$ cat config.mk
export PLATFORM = sky130hd
export DESIGN_NAME = scale_ctrl_flat
export DESIGN_NICKNAME = d
export VERILOG_FILES = /design/src/rtl/scale_pkg.sv /design/src/rtl/scale_ctrl_if.sv /design/src/rtl/scale_ctrl_btn_edge.sv /design/src/rtl/scale_ctrl.sv /design/src/flat_wrapper.sv
export SDC_FILE = /design/constraint.sdc
export NUM_CORES = 1
export LEC_CHECK = 0
export CAP_MARGIN = 20
export CORE_MARGIN = 2
export CORE_UTILIZATION = 40
export DETAILED_ROUTE_END_ITERATION = 8
export PLACE_DENSITY_LB_ADDON = 0.15
export SLEW_MARGIN = 20
export SYNTH_ARGS = -nofsm -noshare
export SYNTH_HDL_FRONTEND = slang
export SYNTH_SLANG_ARGS = --single-unit
$ cat constraint.sdc
create_clock -name clk -period 14.8 [get_ports clk]
set_input_delay 1.48 -clock clk [delete_from_list [all_inputs] [get_ports clk]]
set_output_delay 1.48 -clock clk [all_outputs]
set_load 0.05 [all_outputs]
$ cat src/rtl/scale_pkg.sv
// ============================================================================
// Module   : scale_pkg
// Brief    : Shared state encoding, widths and default limits for scale_ctrl.
// Revision : 1.0 - initial release
// ============================================================================
`default_nettype none

package scale_pkg;

    typedef enum logic [1:0] {
        S_ENTRY = 2'd0,
        S_ADD   = 2'd1,
        S_CAL   = 2'd2
    } state_e;

    localparam int W_WEIGHT = 4;
    localparam int W_PRICE  = 8;
    localparam int W_TIMES  = 8;
    localparam int W_SUM    = 16;

    localparam int SUM_MAX_DEF   = 9999;
    localparam int TIMES_MAX_DEF = 99;

endpackage

`default_nettype wire

$ cat src/rtl/scale_ctrl_if.sv
// ============================================================================
// Module   : scale_ctrl_if
// Brief    : Button inputs and display-facing outputs of the price-scale core.
// Revision : 1.0 - initial release
// ============================================================================
`default_nettype none

interface scale_ctrl_if;
    import scale_pkg::*;

    logic                btn_weight;
    logic                btn_per;
    logic                btn_add;
    logic                btn_cal;
    logic                btn_clr;
    logic [W_WEIGHT-1:0] weight;
    logic [W_WEIGHT-1:0] per;
    logic [W_PRICE-1:0]  price;
    logic [W_TIMES-1:0]  times;
    logic [W_SUM-1:0]    sum;
    logic                state_cal;
    logic                overflow;

    modport slave (
        input  btn_weight, btn_per, btn_add, btn_cal, btn_clr,
        output weight, per, price, times, sum, state_cal, overflow
    );

    modport master (
        output btn_weight, btn_per, btn_add, btn_cal, btn_clr,
        input  weight, per, price, times, sum, state_cal, overflow
    );

endinterface

`default_nettype wire

$ cat src/rtl/scale_ctrl_btn_edge.sv
// ============================================================================
// Module   : btn_edge
// Brief    : Registered rising-edge detector; the history flop resets high so
//            a button held through reset does not fire on release.
// Revision : 1.0 - initial release
// ============================================================================
`default_nettype none

module btn_edge (
    input  wire logic clk,
    input  wire logic state_reset,
    input  wire logic i_btn,
    output logic      o_rise
);

    logic btn_q;
    logic btn_d;

    always_comb begin
        btn_d = i_btn;
    end

    always_ff @(posedge clk) begin
        if (state_reset) begin
            btn_q <= 1'b1;
        end else begin
            btn_q <= btn_d;
        end
    end

    assign o_rise = i_btn & ~btn_q;

endmodule

`default_nettype wire

$ cat src/rtl/scale_ctrl.sv
// ============================================================================
// Module   : scale_ctrl
// Brief    : Price-scale sequencer: button edges drive weight/per entry, item
//            commit into saturating totals, and the ENTRY/CAL display mode.
//            Optional CAL idle auto-return: SCALE_CTRL_AUTO_RETURN_EN.
// Revision : 1.0 - initial release
// ============================================================================
`default_nettype none

module scale_ctrl
    import scale_pkg::*;
#(
    parameter int MAX_WEIGHT = 15,
    parameter int MAX_PER    = 15,
    parameter int TIMES_MAX  = TIMES_MAX_DEF,
    parameter int SUM_MAX    = SUM_MAX_DEF
`ifdef SCALE_CTRL_AUTO_RETURN_EN
    ,
    parameter int CAL_TIMEOUT = 50_000_000
`endif
) (
    input  wire logic   clk,
    input  wire logic   state_reset,
    scale_ctrl_if.slave bus
);

    localparam logic [W_WEIGHT-1:0] c_max_weight = W_WEIGHT'(MAX_WEIGHT);
    localparam logic [W_WEIGHT-1:0] c_max_per    = W_WEIGHT'(MAX_PER);
    localparam logic [W_TIMES-1:0]  c_times_max  = W_TIMES'(TIMES_MAX);
    localparam logic [W_SUM-1:0]    c_sum_max    = W_SUM'(SUM_MAX);
    localparam logic [W_SUM:0]      c_sum_max_x  = (W_SUM+1)'(SUM_MAX);

    // Bit order: 0 weight, 1 per, 2 add, 3 cal, 4 clr
    logic [4:0] w_btn;
    logic [4:0] w_rise;

    assign w_btn = {bus.btn_clr, bus.btn_cal, bus.btn_add, bus.btn_per, bus.btn_weight};

    for (genvar gi = 0; gi < 5; gi++) begin : g_edge
        btn_edge u_btn_edge (
            .clk         (clk),
            .state_reset (state_reset),
            .i_btn       (w_btn[gi]),
            .o_rise      (w_rise[gi])
        );
    end

    state_e              state_q,     state_d;
    logic [W_WEIGHT-1:0] weight_q,    weight_d;
    logic [W_WEIGHT-1:0] per_q,       per_d;
    logic [W_PRICE-1:0]  price_q,     price_d;
    logic [W_TIMES-1:0]  times_q,     times_d;
    logic [W_SUM-1:0]    sum_q,       sum_d;
    logic                overflow_q,  overflow_d;
    logic                state_cal_q, state_cal_d;

    logic [W_PRICE-1:0]  w_product;
    logic [W_SUM:0]      w_sum_ext;

    assign w_product = W_PRICE'(weight_q) * W_PRICE'(per_q);
    assign w_sum_ext = {1'b0, sum_q} + (W_SUM+1)'(w_product);

`ifdef SCALE_CTRL_AUTO_RETURN_EN
    localparam logic [25:0] c_timeout_last = 26'(CAL_TIMEOUT - 1);

    logic [25:0] idle_q, idle_d;
    logic        w_timeout;

    // Counts only while parked in CAL with no button activity.
    always_comb begin
        idle_d = '0;
        if (state_q == S_CAL && w_rise == 5'b0) begin
            idle_d = idle_q + 26'd1;
        end
    end

    assign w_timeout = (state_q == S_CAL) && (w_rise == 5'b0) && (idle_q == c_timeout_last);

    always_ff @(posedge clk) begin
        if (state_reset) begin
            idle_q <= '0;
        end else begin
            idle_q <= idle_d;
        end
    end
`else
    logic w_timeout;
    assign w_timeout = 1'b0;
`endif

    always_comb begin
        state_d    = state_q;
        weight_d   = weight_q;
        per_d      = per_q;
        times_d    = times_q;
        sum_d      = sum_q;
        overflow_d = overflow_q;
        price_d    = w_product;

        case (state_q)
            S_ENTRY: begin
                if (w_rise[4]) begin
                    weight_d = '0;
                    per_d    = '0;
                end else if (w_rise[3]) begin
                    state_d = S_CAL;
                end else if (w_rise[2] && w_product != '0) begin
                    state_d = S_ADD;
                end else begin
                    // A zero-product add is treated as absent, so entry edges still apply.
                    if (w_rise[0]) begin
                        weight_d = (weight_q == c_max_weight) ? '0 : weight_q + 1'b1;
                    end
                    if (w_rise[1]) begin
                        per_d = (per_q == c_max_per) ? '0 : per_q + 1'b1;
                    end
                end
            end
            S_ADD: begin
                if (w_sum_ext > c_sum_max_x) begin
                    sum_d      = c_sum_max;
                    overflow_d = 1'b1;
                end else begin
                    sum_d = w_sum_ext[W_SUM-1:0];
                end
                times_d  = (times_q >= c_times_max) ? c_times_max : times_q + 1'b1;
                weight_d = '0;
                per_d    = '0;
                state_d  = S_ENTRY;
            end
            S_CAL: begin
                if (w_rise[4]) begin
                    times_d    = '0;
                    sum_d      = '0;
                    overflow_d = 1'b0;
                    state_d    = S_ENTRY;
                end else if (w_rise[3] || w_timeout) begin
                    state_d = S_ENTRY;
                end
            end
            default: begin
                state_d = S_ENTRY;
            end
        endcase

        state_cal_d = (state_d == S_CAL);
    end

    always_ff @(posedge clk) begin
        if (state_reset) begin
            state_q     <= S_ENTRY;
            weight_q    <= '0;
            per_q       <= '0;
            price_q     <= '0;
            times_q     <= '0;
            sum_q       <= '0;
            overflow_q  <= 1'b0;
            state_cal_q <= 1'b0;
        end else begin
            state_q     <= state_d;
            weight_q    <= weight_d;
            per_q       <= per_d;
            price_q     <= price_d;
            times_q     <= times_d;
            sum_q       <= sum_d;
            overflow_q  <= overflow_d;
            state_cal_q <= state_cal_d;
        end
    end

    assign bus.weight    = weight_q;
    assign bus.per       = per_q;
    assign bus.price     = price_q;
    assign bus.times     = times_q;
    assign bus.sum       = sum_q;
    assign bus.overflow  = overflow_q;
    assign bus.state_cal = state_cal_q;

endmodule

`default_nettype wire

$ cat src/flat_wrapper.sv
// flat-port wrapper written by rule: the top's interface ports become plain ports
module scale_ctrl_flat import scale_pkg::*;
#(
    parameter int MAX_WEIGHT = 15,
    parameter int MAX_PER    = 15,
    parameter int TIMES_MAX  = TIMES_MAX_DEF,
    parameter int SUM_MAX    = SUM_MAX_DEF

)
  (clk, state_reset, bus_btn_weight, bus_btn_per, bus_btn_add, bus_btn_cal, bus_btn_clr, bus_weight, bus_per, bus_price, bus_times, bus_sum, bus_state_cal, bus_overflow);
  scale_ctrl_if bus_i ();
  input  wire logic clk;
  input  wire logic state_reset;
  input wire logic [$bits(bus_i.btn_weight)-1:0] bus_btn_weight;
  input wire logic [$bits(bus_i.btn_per)-1:0] bus_btn_per;
  input wire logic [$bits(bus_i.btn_add)-1:0] bus_btn_add;
  input wire logic [$bits(bus_i.btn_cal)-1:0] bus_btn_cal;
  input wire logic [$bits(bus_i.btn_clr)-1:0] bus_btn_clr;
  output wire logic [$bits(bus_i.weight)-1:0] bus_weight;
  output wire logic [$bits(bus_i.per)-1:0] bus_per;
  output wire logic [$bits(bus_i.price)-1:0] bus_price;
  output wire logic [$bits(bus_i.times)-1:0] bus_times;
  output wire logic [$bits(bus_i.sum)-1:0] bus_sum;
  output wire logic [$bits(bus_i.state_cal)-1:0] bus_state_cal;
  output wire logic [$bits(bus_i.overflow)-1:0] bus_overflow;
  assign bus_i.btn_weight = bus_btn_weight;
  assign bus_i.btn_per = bus_btn_per;
  assign bus_i.btn_add = bus_btn_add;
  assign bus_i.btn_cal = bus_btn_cal;
  assign bus_i.btn_clr = bus_btn_clr;
  assign bus_weight = bus_i.weight;
  assign bus_per = bus_i.per;
  assign bus_price = bus_i.price;
  assign bus_times = bus_i.times;
  assign bus_sum = bus_i.sum;
  assign bus_state_cal = bus_i.state_cal;
  assign bus_overflow = bus_i.overflow;
  scale_ctrl #(.MAX_WEIGHT(MAX_WEIGHT), .MAX_PER(MAX_PER), .TIMES_MAX(TIMES_MAX), .SUM_MAX(SUM_MAX)) u_core (.clk(clk), .state_reset(state_reset), .bus(bus_i));
endmodule
* Word level (Yosys, flattened, before mapping)
Index checks and enable logic that the tools add are counted.
** Cells by class
- $add $sub $neg :: 4
- $mul :: 1
- Magnitude comparators :: 2
- Eq/ne operators :: 11
- Multiplexer cells :: 27
- Bitwise logic cells :: 10
- Reductions and logical operators :: 9
** Operators by type and width (count)
- 4-bit 2-to-1 mux :: 10
- 16-bit 2-to-1 mux :: 2
- 16-bit case mux with 2 select lines :: 1
- 16-bit by 8-bit adder with 17-bit output :: 1
- 17-bit by 14-bit greater-than comparator with 1-bit output, second input constant :: 1
- 8-bit 2-to-1 mux :: 2
- 4-bit case mux with 2 select lines :: 2
- 8-bit case mux with 2 select lines :: 1
- 3-bit inequality test, second input constant :: 4
- 2-bit 2-to-1 mux :: 5
- 4-bit by 1-bit adder with 4-bit output, second input constant :: 2
- 8-bit by 1-bit adder with 8-bit output, second input constant :: 1
- 4-bit == test, second input constant :: 2
- 8-bit by 7-bit greater-or-equal comparator with 1-bit output, second input constant :: 1
- 4-bit by 4-bit multiplier with 8-bit output :: 1
- 4-bit AND reduction :: 2
- 8-bit nonzero test :: 1
- 1-bit AND :: 5
- 1-bit NOT :: 5
- 2-bit == test, second input constant :: 2
- 2-bit case mux with 2 select lines :: 1
- 2-bit nonzero test :: 2
- 3-bit AND reduction :: 1
- 2-bit by 1-bit == test with 1-bit output, second input constant :: 1
- other kinds (7) :: 8
** Storage, ports and cells
- Register bits :: 49
- Input bits :: 7
- Output and inout bits :: 42
- Word-level logic and storage cells :: 77

* Longest topological paths before layout
Gate-level depths: netlist of run 1.
- Depth after elaboration :: 8
- Mapped depth :: 20
- Depth with buffers taken out :: 19

* By module
Synthesis of run 1 repeated with hierarchy kept, for this count alone.
** Unflattened totals
- Cells, all modules :: 377
- Area, all modules :: 3123.0 um^2
** Modules (own cells, without submodules)
- scale_ctrl :: instances 1, cells each 362, area an instance 2960.3 um^2
- btn_edge :: instances 5, cells each 3, area an instance 32.5 um^2

* Worst setup path after synthesis of run 1
OpenSTA, ideal clock, no wires.
- Path kind :: register to register
- Start point :: register u_core.weight_q[0], in the netlist u_core.bus.weight[0]
- End point :: register u_core.overflow_q, in the netlist u_core.bus.overflow
- Library setup time :: 128 ps
- Arrival :: 5077 ps
- Data required time :: 14672 ps
- Path slack :: 9595 ps
- Cell stages (with the launch flop) :: 21
- Path through :: dfxtp_1 nand2_1 fa_1 inv_1 fa_1 inv_1 fa_1 inv_1 a21o_1 a21oi_1 xnor2_1 ha_1 and2b_1 a221oi_2 o211ai_1 or2_1 o311a_1 a2111oi_4 buf_6 a2bb2oi_2 nor2_1
** Between the ends
- Cells in the longest elaborated chain, start to end :: 5
** RTL lines
- start, declared :: RTL line scale_ctrl.sv:49 : logic [W_WEIGHT-1:0] weight_q, weight_d;
- start signal, assigned :: RTL line scale_ctrl.sv:161 : weight_q <= weight_d;
- 4-bit by 4-bit multiplier with 8-bit output :: RTL line scale_ctrl.sv:60 : assign w_product = W_PRICE'(weight_q) * W_PRICE'(per_q);
- named net u_core.price_d[6] :: RTL line scale_ctrl.sv:51 : logic [W_PRICE-1:0] price_q, price_d;
- 16-bit by 8-bit adder with 17-bit output :: RTL line scale_ctrl.sv:61 : assign w_sum_ext = {1'b0, sum_q} + (W_SUM+1)'(w_product);
- 17-bit by 14-bit greater-than comparator with 1-bit output :: RTL line scale_ctrl.sv:120 : if (w_sum_ext > c_sum_max_x) begin
- 2-bit by 1-bit inequality test with 1-bit output (no line)
- 3-bit AND reduction (no line)
- end signal, assigned :: RTL line scale_ctrl.sv:166 : overflow_q <= overflow_d;
- end, declared :: RTL line scale_ctrl.sv:54 : logic overflow_q, overflow_d;
The timed path passes the listed nets, and every way through them passes these cells.
A chain may end at the register's enable or synchronous reset.

* Worst setup path in the final report of run 1
- Start point :: register u_core.weight_q[0], in the netlist u_core.bus.weight[0]
- End point :: register u_core.sum_q[12], in the netlist u_core.bus.sum[12]
** Between the ends
- Cells in the longest elaborated chain, start to end :: 5
** RTL lines
- 4-bit by 4-bit multiplier with 8-bit output (*) :: RTL line scale_ctrl.sv:60
- named net u_core.price_d[4] :: RTL line scale_ctrl.sv:51
- 16-bit by 8-bit adder with 17-bit output (*) :: RTL line scale_ctrl.sv:61
- 17-bit by 14-bit greater-than comparator with 1-bit output :: RTL line scale_ctrl.sv:120
- 16-bit 2-to-1 mux (*) :: RTL line scale_ctrl.sv:120
- 16-bit case mux with 2 select lines (*) :: RTL line scale_ctrl.sv:100 : case (state_q)
- end signal, assigned :: RTL line scale_ctrl.sv:165 : sum_q <= sum_d;
- end, declared :: RTL line scale_ctrl.sv:53 : logic [W_SUM-1:0] sum_q, sum_d;
The timed path passes the listed nets; every way through them passes the cells marked *.

==> parameters.txt, run 1 <==
Parameter                              Value

Min path
  Worst Hold Launch ... u_core.bus.overflow
  Hold Crit Endpoint ... u_core.bus.overflow
  HP Class ... reg2reg
  Worst hold stages ... 2

Routing
  Sum of routed wire segments on met1 ... 3800 um
  Post-DR vias/cell ... 5.42
  Post-route ant nets ... 0
  First-pass iteration count of the detailed router ... 4
  Iter 0 DRT Violations ... 101
  DR WL/cell ... 14.7 um
  Top metal layer carrying routed signals ... met4
  Total via count in the routed design ... 2760
  Total Routed Length ... 7470 um
  Met3 routed wirelength ... 273 um
  Routed met2 length ... 3340 um
  DRC violations left ... 0

Layout
  Number of nets in the finished design ... 442
  Leading cell type in the layout, fill and taps excluded ... dfxtp_1
  Final instance area ... 3770 sq um
  Antenna cell count ... 0
  Most frequent cells in the layout ... dfxtp_1 (49), clkdlybuf4s50_1 (47), nor2_1 (33)
  Layout cell share with drive strength beyond 1 ... 7.86%
  Relative area change from synthesis to final layout ... 20.2%

Synth
  Flop and latch count out of synthesis ... 49
  Syn Std Cell Area ... 3140 sq um
  Cell count after synthesis ... 362
  Dominant synthesized flop cell ... dfxtp_1
  Yosys synthesis warning count ... 0
  Post-synthesis sequential area ratio ... 31.2%
  Number of library cell types mapped by synthesis ... 64
  Async set-or-reset flop fraction in the synthesized netlist ... 0%
  Number of enable-type register cells in the synthesized netlist ... 0
  Post-synthesis area per instance ... 8.67 sq um
  Number of nets produced by synthesis ... 398

Placement
  Final GP Congestion ... 0.858
  Cell area reported after detailed placement ... 3690 sq um
  Buffers on Ports ... 48
  Detail Placement HPWL ... 5370 um

Clock network
  Clock transition time at the flip-flop clock pins of the worst setup and hold paths ... 100 ps
  Root Buffer ... clkbuf_8
  Maximum level of the CTS H-tree ... 2
  Postcts setup bufs ... 0
  Clock sink count ... 49
  Longest Clk Path Bufs ... 2
  PostCTS Resize Cnt ... 0
  Cts hold-fix bufs ... 0
  Worst skew pair latency ... 310 ps
  Clock buffer count from CTS ... 5
  CTS tree ... done

Critical path
  Cells traversed along the worst timing path ... nand2_1 -> fa_1 -> inv_1 -> fa_1 -> inv_1 -> fa_1 -> xor2_1 -> inv_1 -> ha_1 -> a21oi_1 -> o21ai_0 -> xor2_1 -> or2_1 -> o311a_1 -> a2111oi_4 -> nand3_1 -> a311oi_2
  FF-to-FF End ... u_core.bus.sum[12]
  Reg-to-reg critical path startpoint ... u_core.bus.weight[0]
  Register-to-register path setup slack ... 9130 ps
  Critical path endpoint category ... register
  Delay contributed by the slowest stage of the critical path ... 840 ps
  Maximum fanout count along the critical path ... 15
  Worst setup path category ... reg2reg
  Critical Path RT ... 15020 ps
  CP Data Arrival Time ... 5900 ps
  Top Family by Delay on Critical Path ... compound AO/OA/AOI/OAI gates
  R2R depth ... 17
  Master of the slowest instance on the critical path ... a2111oi_4
  Sum of buffers and inverters on the critical path ... 3
  Start point of the critical path ... u_core.bus.weight[0]
  Startpoint Class ... register

STA
  Final clock skew ... 15.1 ps
  Headroom to the max-slew limit ... 36.9%
  Maximum clock frequency ... 0.176 GHz
  Worst Tran Pin Value ... 946 ps
  Min cycle time layout ... 5670 ps
  Unrepaired setup endpoints after global routing ... no
  Worst-case hold slack ... 510 ps
  Slew Limit Fails ... 0
  Portion of the clock cycle consumed by the worst path in the final layout ... 38.3%
  Total negative setup slack ... 0 ps
  Final Setup Violations ... 0
  Hold Vio Cnt, Final ... 0

Power
  Static leakage power ... 1.53 nW
  Total power per unit cell area ... 62.9 nW/um^2
  Peak supply drop ... 0.0257 mV

Floorplanning
  Horiz. Die Dim ... 92.6 um
  Total die area ... 8570 sq um
  DIE HEIGHT ... 92.6 um
  Number of placement rows ... 32
  Top-Level Pins ... 49
  Core outline area ... 7650 sq um
  Initial cell density of the core ... 41.1%

GRT
  First-pass GRT wire length ... 12500 um
  Global-route total usage across every layer ... 17.9%
  Antenna violations before repair ... 0
  Vias in the first global route ... 2595
  Sum of overflow across all layers after global routing ... 0
  Pin count of the biggest net entering global routing ... 50

Run status
  Status ... finished, final reports clean

Job
  Number of maximum-capacitance constraint violations ... 0
==> synthesized netlist by cell type, types with 3 or more instances <==
library cell / number / area [sq um]
ha_1: 24 / 300
inv_1: 19 / 71.3
nor2_1: 33 / 124
dfxtp_1: 49 / 981
buf_2: 5 / 25.0
a31o_2: 3 / 26.3
fa_1: 5 / 100
nand3_1: 10 / 50.1
or4_1: 3 / 22.5
nand2b_1: 6 / 37.5
nor3b_1: 7 / 52.6
a21o_1: 4 / 30.0
clkbuf_1: 4 / 15.0
o21ai_0: 16 / 80.1
a32oi_1: 4 / 35.0
a311oi_1: 3 / 26.3
a21oi_1: 20 / 100
nor2b_1: 14 / 87.6
xor2_1: 3 / 26.3
and2_1: 16 / 100
nand3b_1: 3 / 22.5
a31oi_1: 8 / 50.1
o211ai_1: 3 / 22.5
nor3_1: 9 / 45.0
o21ai_1: 3 / 15.0
and3_1: 4 / 25.0
mux2i_1: 3 / 30.0
or2_2: 5 / 31.3
a311oi_2: 3 / 45.0
nand2_1: 21 / 78.8
xnor2_1: 8 / 70.1
==> worst max-delay path by stage <==
stage,endpoint,slack [ps],cells after the start
final,u_core.bus.sum[12],9130,17
after global routing,u_core.bus.sum[8],8750,17
after CTS,u_core.bus.sum[12],9170,19
after detailed placement,u_core.bus.sum[8],9200,19
after global placement,u_core.bus.sum[8],9260,17
after floorplan,u_core.bus.overflow,9600,20
==> per-stage QoR <==
stage               util, %  total power [W]  setup WS (ps)  instances
global route           49.3         0.000250           8750        509
detailed placement     48.2         0.000160           9200        501
global placement       48.2         0.000160           9260        501
finish                 49.3         0.000237           9130        509
CTS                    49.3         0.000241           9170        509
floorplan                 -         0.000153           9600        362
==> sequential cells by signal, summed over array words and instances, names as in the netlist <==
register / count
u_core.bus.overflow: 1
u_core.state_q: 2
u_core.g_edge.u_btn_edge.btn_q: 5
u_core.bus.price: 8
u_core.bus.sum: 16
u_core.bus.per: 4
u_core.bus.weight: 4
u_core.bus.state_cal: 1
u_core.bus.times: 8
==> final cells by class <==
| type | instances | area [sq um] |
|---|---|---|
| repair buffers | 50 | 490 |
| inverters | 19 | 71.3 |
| well taps | 102 | 128 |
| multi-input cells | 281 | 2020 |
| clock inverters | 2 | 13.8 |
| clock buffers | 6 | 72.6 |
| flip-flops and latches | 49 | 981 |
| fillers | 769 | 3870 |
==> worst min-delay path, delay by kind of cell, from the launching register on <==
kind	cells	cell delay, ps
compound gates	1	50
flops	1	350
simple gates	1	70
==> cell families (layout without fill, tap and decap cells) <==
group,after synthesis,in the layout,share of synthesized area [%]
buf+inv,32,77,4.50
xor+xnor,11,11,3.07
simple gates,144,144,24.8
mux,3,3,0.957
fa+ha+maj,29,29,12.8
compound gates,94,94,22.7
flops,49,49,31.2
==> metal layers <==
layer | track usage, % | vias up
met5 | 0 | -
met4 | 4.10 | 0
met3 | 3.34 | 4
met2 | 28.2 | 53
met1 | 25.3 | 1306
li1 | - | 1397
==> where the power goes <==
group          total [W]  switching, W  internal, W
clock network  0.0000810     0.0000472    0.0000338
registers       0.000136    0.00000247     0.000134
logic          0.0000201     0.0000125   0.00000769
total           0.000237     0.0000621     0.000175
No activity file was read; power rests on OpenSTA's default activity.
==> run 2, diff against run 1 <==
Clock period 14.8 ns to 5.4 ns, I/O delays scaled along.
==> run 2 against run 1 <==
Compared with the run above: utilization grew 1.1 points; clock power grew to 2.8 times the previous value; worst setup slack lost 8900 ps; maximum frequency grew 10%; global-route usage grew 0.22 points; wire length grew 0.15%.
==> parameters.txt, run 2 (synthesized netlist as in run 1, its figures left out) <==
Parameter                              Value

Run status
  Status ... finished, final reports clean (unchanged)

Floorplanning
  DIE HEIGHT ... 92.6 um (unchanged)
  Horiz. Die Dim ... 92.6 um (unchanged)
  Core outline area ... 7650 sq um (unchanged)
  Initial cell density of the core ... 41.1% (unchanged)
  Number of placement rows ... 32 (unchanged)
  Top-Level Pins ... 49 (unchanged)
  Total die area ... 8570 sq um (unchanged)

Critical path
  Start point of the critical path ... u_core.bus.per[2] (was u_core.bus.weight[0])
  Critical Path RT ... 5580 ps (was 15020 ps)
  CP Data Arrival Time ... 5330 ps (was 5900 ps)
  Reg-to-reg critical path startpoint ... u_core.bus.per[2] (was u_core.bus.weight[0])
  Startpoint Class ... register (unchanged)
  Worst setup path category ... reg2reg (unchanged)
  Critical path endpoint category ... register (unchanged)
  Maximum fanout count along the critical path ... 9 (was 15)

Layout
  Leading cell type in the layout, fill and taps excluded ... clkdlybuf4s50_1 (was dfxtp_1)
  Final non-filler cell total ... 514 (was 509)
  Antenna cell count ... 0 (unchanged)
  Layout cell share with drive strength beyond 1 ... 11.4% (was 7.86%)
  Relative area change from synthesis to final layout ... 23.0% (was 20.2%)
  Most frequent cells in the layout ... clkdlybuf4s50_1 (47), dfxtp_1 (46), nor2_1 (33) (was dfxtp_1 (49), clkdlybuf4s50_1 (47), nor2_1 (33))
  Number of flip-flops in the largest register ... 16 (unchanged)
  Number of nets in the finished design ... 447 (was 442)
  Utilization after layout ... 50.5% (was 49.3%)

STA
  Headroom to the max-slew limit ... 54.0% (was 36.9%)
  Worst Tran Pin Value ... 688 ps (was 946 ps)
  Slew Limit Fails ... 0 (unchanged)
  Final clock skew ... 9.02 ps (was 15.1 ps)
  Maximum clock frequency ... 0.194 GHz (was 0.176 GHz)
  Min cycle time layout ... 5140 ps (was 5670 ps)
  Portion of the clock cycle consumed by the worst path in the final layout ... 95.2% (was 38.3%)
  Hold Vio Cnt, Final ... 0 (unchanged)
  Final Setup Violations ... 0 (unchanged)

Clock network
  Longest Clk Path Bufs ... 2 (unchanged)
  Postcts setup bufs ... 0 (unchanged)
  Maximum level of the CTS H-tree ... 2 (unchanged)
  Worst skew pair latency ... 310 ps (about the same)
  Root Buffer ... clkbuf_8 (unchanged)
  Cts hold-fix bufs ... 0 (unchanged)
  Clock buffer count from CTS ... 5 (unchanged)
  Clock sink count ... 49 (unchanged)
  PostCTS Resize Cnt ... 0 (unchanged)
  Clock transition time at the flip-flop clock pins of the worst setup and hold paths ... 100 ps (about the same)
  CTS tree ... done (unchanged)

Routing
  Total via count in the routed design ... 2786 (was 2760)
  Post-DR vias/cell ... 5.42 (about the same)
  Total Routed Length ... 7490 um (was 7470 um)
  DR WL/cell ... 14.6 um (was 14.7 um)
  DRC violations left ... 0 (unchanged)
  Post-route ant nets ... 0 (unchanged)
  Iter 0 DRT Violations ... 145 (was 101)
  First-pass iteration count of the detailed router ... 4 (unchanged)

GRT
  Vias in the first global route ... 2704 (was 2595)
  Pin count of the biggest net entering global routing ... 50 (unchanged)
  Antenna violations before repair ... 0 (unchanged)
  Global-route total usage across every layer ... 18.1% (was 17.9%)
  Sum of overflow across all layers after global routing ... 0 (unchanged)
  First-pass GRT wire length ... 12600 um (was 12500 um)

Power
  Power share of the combinational group ... 9.1% (was 8.5%)
  Internal power contribution ... 0.000481 W (was 0.000175 W)
  Total power per unit cell area ... 171 nW/um^2 (was 62.9 nW/um^2)
  Psw ... 0.000179 W (was 0.0000621 W)
  Peak supply drop ... 0.0926 mV (was 0.0257 mV)
  Total power of the final layout ... 0.000660 W (was 0.000237 W)
  Sequential share of power ... 56.3% (was 57.4%)
  Static leakage power ... 1.56 nW (was 1.53 nW)
  Switching part of the total power ... 27.1% (was 26.2%)
  Fraction of power consumed by the clock network ... 34.6% (was 34.1%)

Placement
  Final GP Congestion ... 0.884 (was 0.858)
  Buffers on Ports ... 48 (unchanged)
  Placed cell count ... 506 (was 501)
  Detail Placement HPWL ... 5400 um (was 5370 um)

Min path
  Worst Hold Launch ... u_core.bus.per[3] (was u_core.bus.overflow)
  HP Class ... reg2reg (unchanged)

Job
  Number of maximum-capacitance constraint violations ... 0 (unchanged)
-- run 2: worst paths after layout --
| path | to | slack [ps] | cells past startpoint |
|---|---|---|---|
| worst min-delay path | u_core.bus.per[3] | 490 | 1 |
| worst max-delay path | u_core.bus.sum[13] | 260 | 20 |
| worst min register to register | u_core.bus.per[3] | 490 | 1 |
| worst max register to register | u_core.bus.sum[13] | 260 | 20 |
-- run 2: routing by layer --
layer / up-vias / share of wire (%) / track usage (%) / wire (um)
met5: - / 0 / 0 / 0
met4: 0 / 1.4 / 5.35 / 107
met3: 10 / 4.8 / 3.99 / 356
met2: 67 / 45 / 28.3 / 3350
met1: 1297 / 49 / 25.0 / 3670
li1: 1412 / - / - / -
-- run 2: final cells by class --
type / instances / area [sq um]
clock buffer: 5 / 68.8
clock inverter: 3 / 21.3
fill: 749 / 3790
inverter: 19 / 71.3
multi-input combinational: 281 / 2060
sequential: 49 / 987
tap: 102 / 128
timing repair buffer: 55 / 528
-- run 2: metrics by stage --
stage	area, sq um	hold slack, ps	worst slack, ps	TNS, ps
2_1_floorplan	3140	574	195	0
3_3_place_gp	3720	502	297	0
3_5_place_dp	3720	499	186	0
4_1_cts	3810	526	161	0
5_1_grt	3860	536	-18.0	-30.5
6_report	3860	492	257	0
-- run 2: power groups by stage --
stage          registers (W)  clock network, W  logic [W]
3_3_place_gp        0.000380                 0  0.0000596
2_1_floorplan       0.000391                 0  0.0000275
5_1_grt             0.000373          0.000249  0.0000654
4_1_cts             0.000372          0.000236  0.0000605
3_5_place_dp        0.000380                 0  0.0000604
6_report            0.000371          0.000228  0.0000601
-- run 2: worst max-delay path: stages, from the launching register on --
cell and delay [ps]:
dfxtp_2 410, nand2_1 90, fa_1 510, inv_1 60, fa_1 560, inv_1 70
fa_1 470, inv_1 80, a21o_1 100, a21oi_1 90, xnor2_2 190, ha_4 330
and2b_1 200, a221oi_2 160, o211ai_1 150, or2_1 260, o311a_1 360, a2111oi_4 520
buf_4 230, a211o_2 120, o31ai_1 60
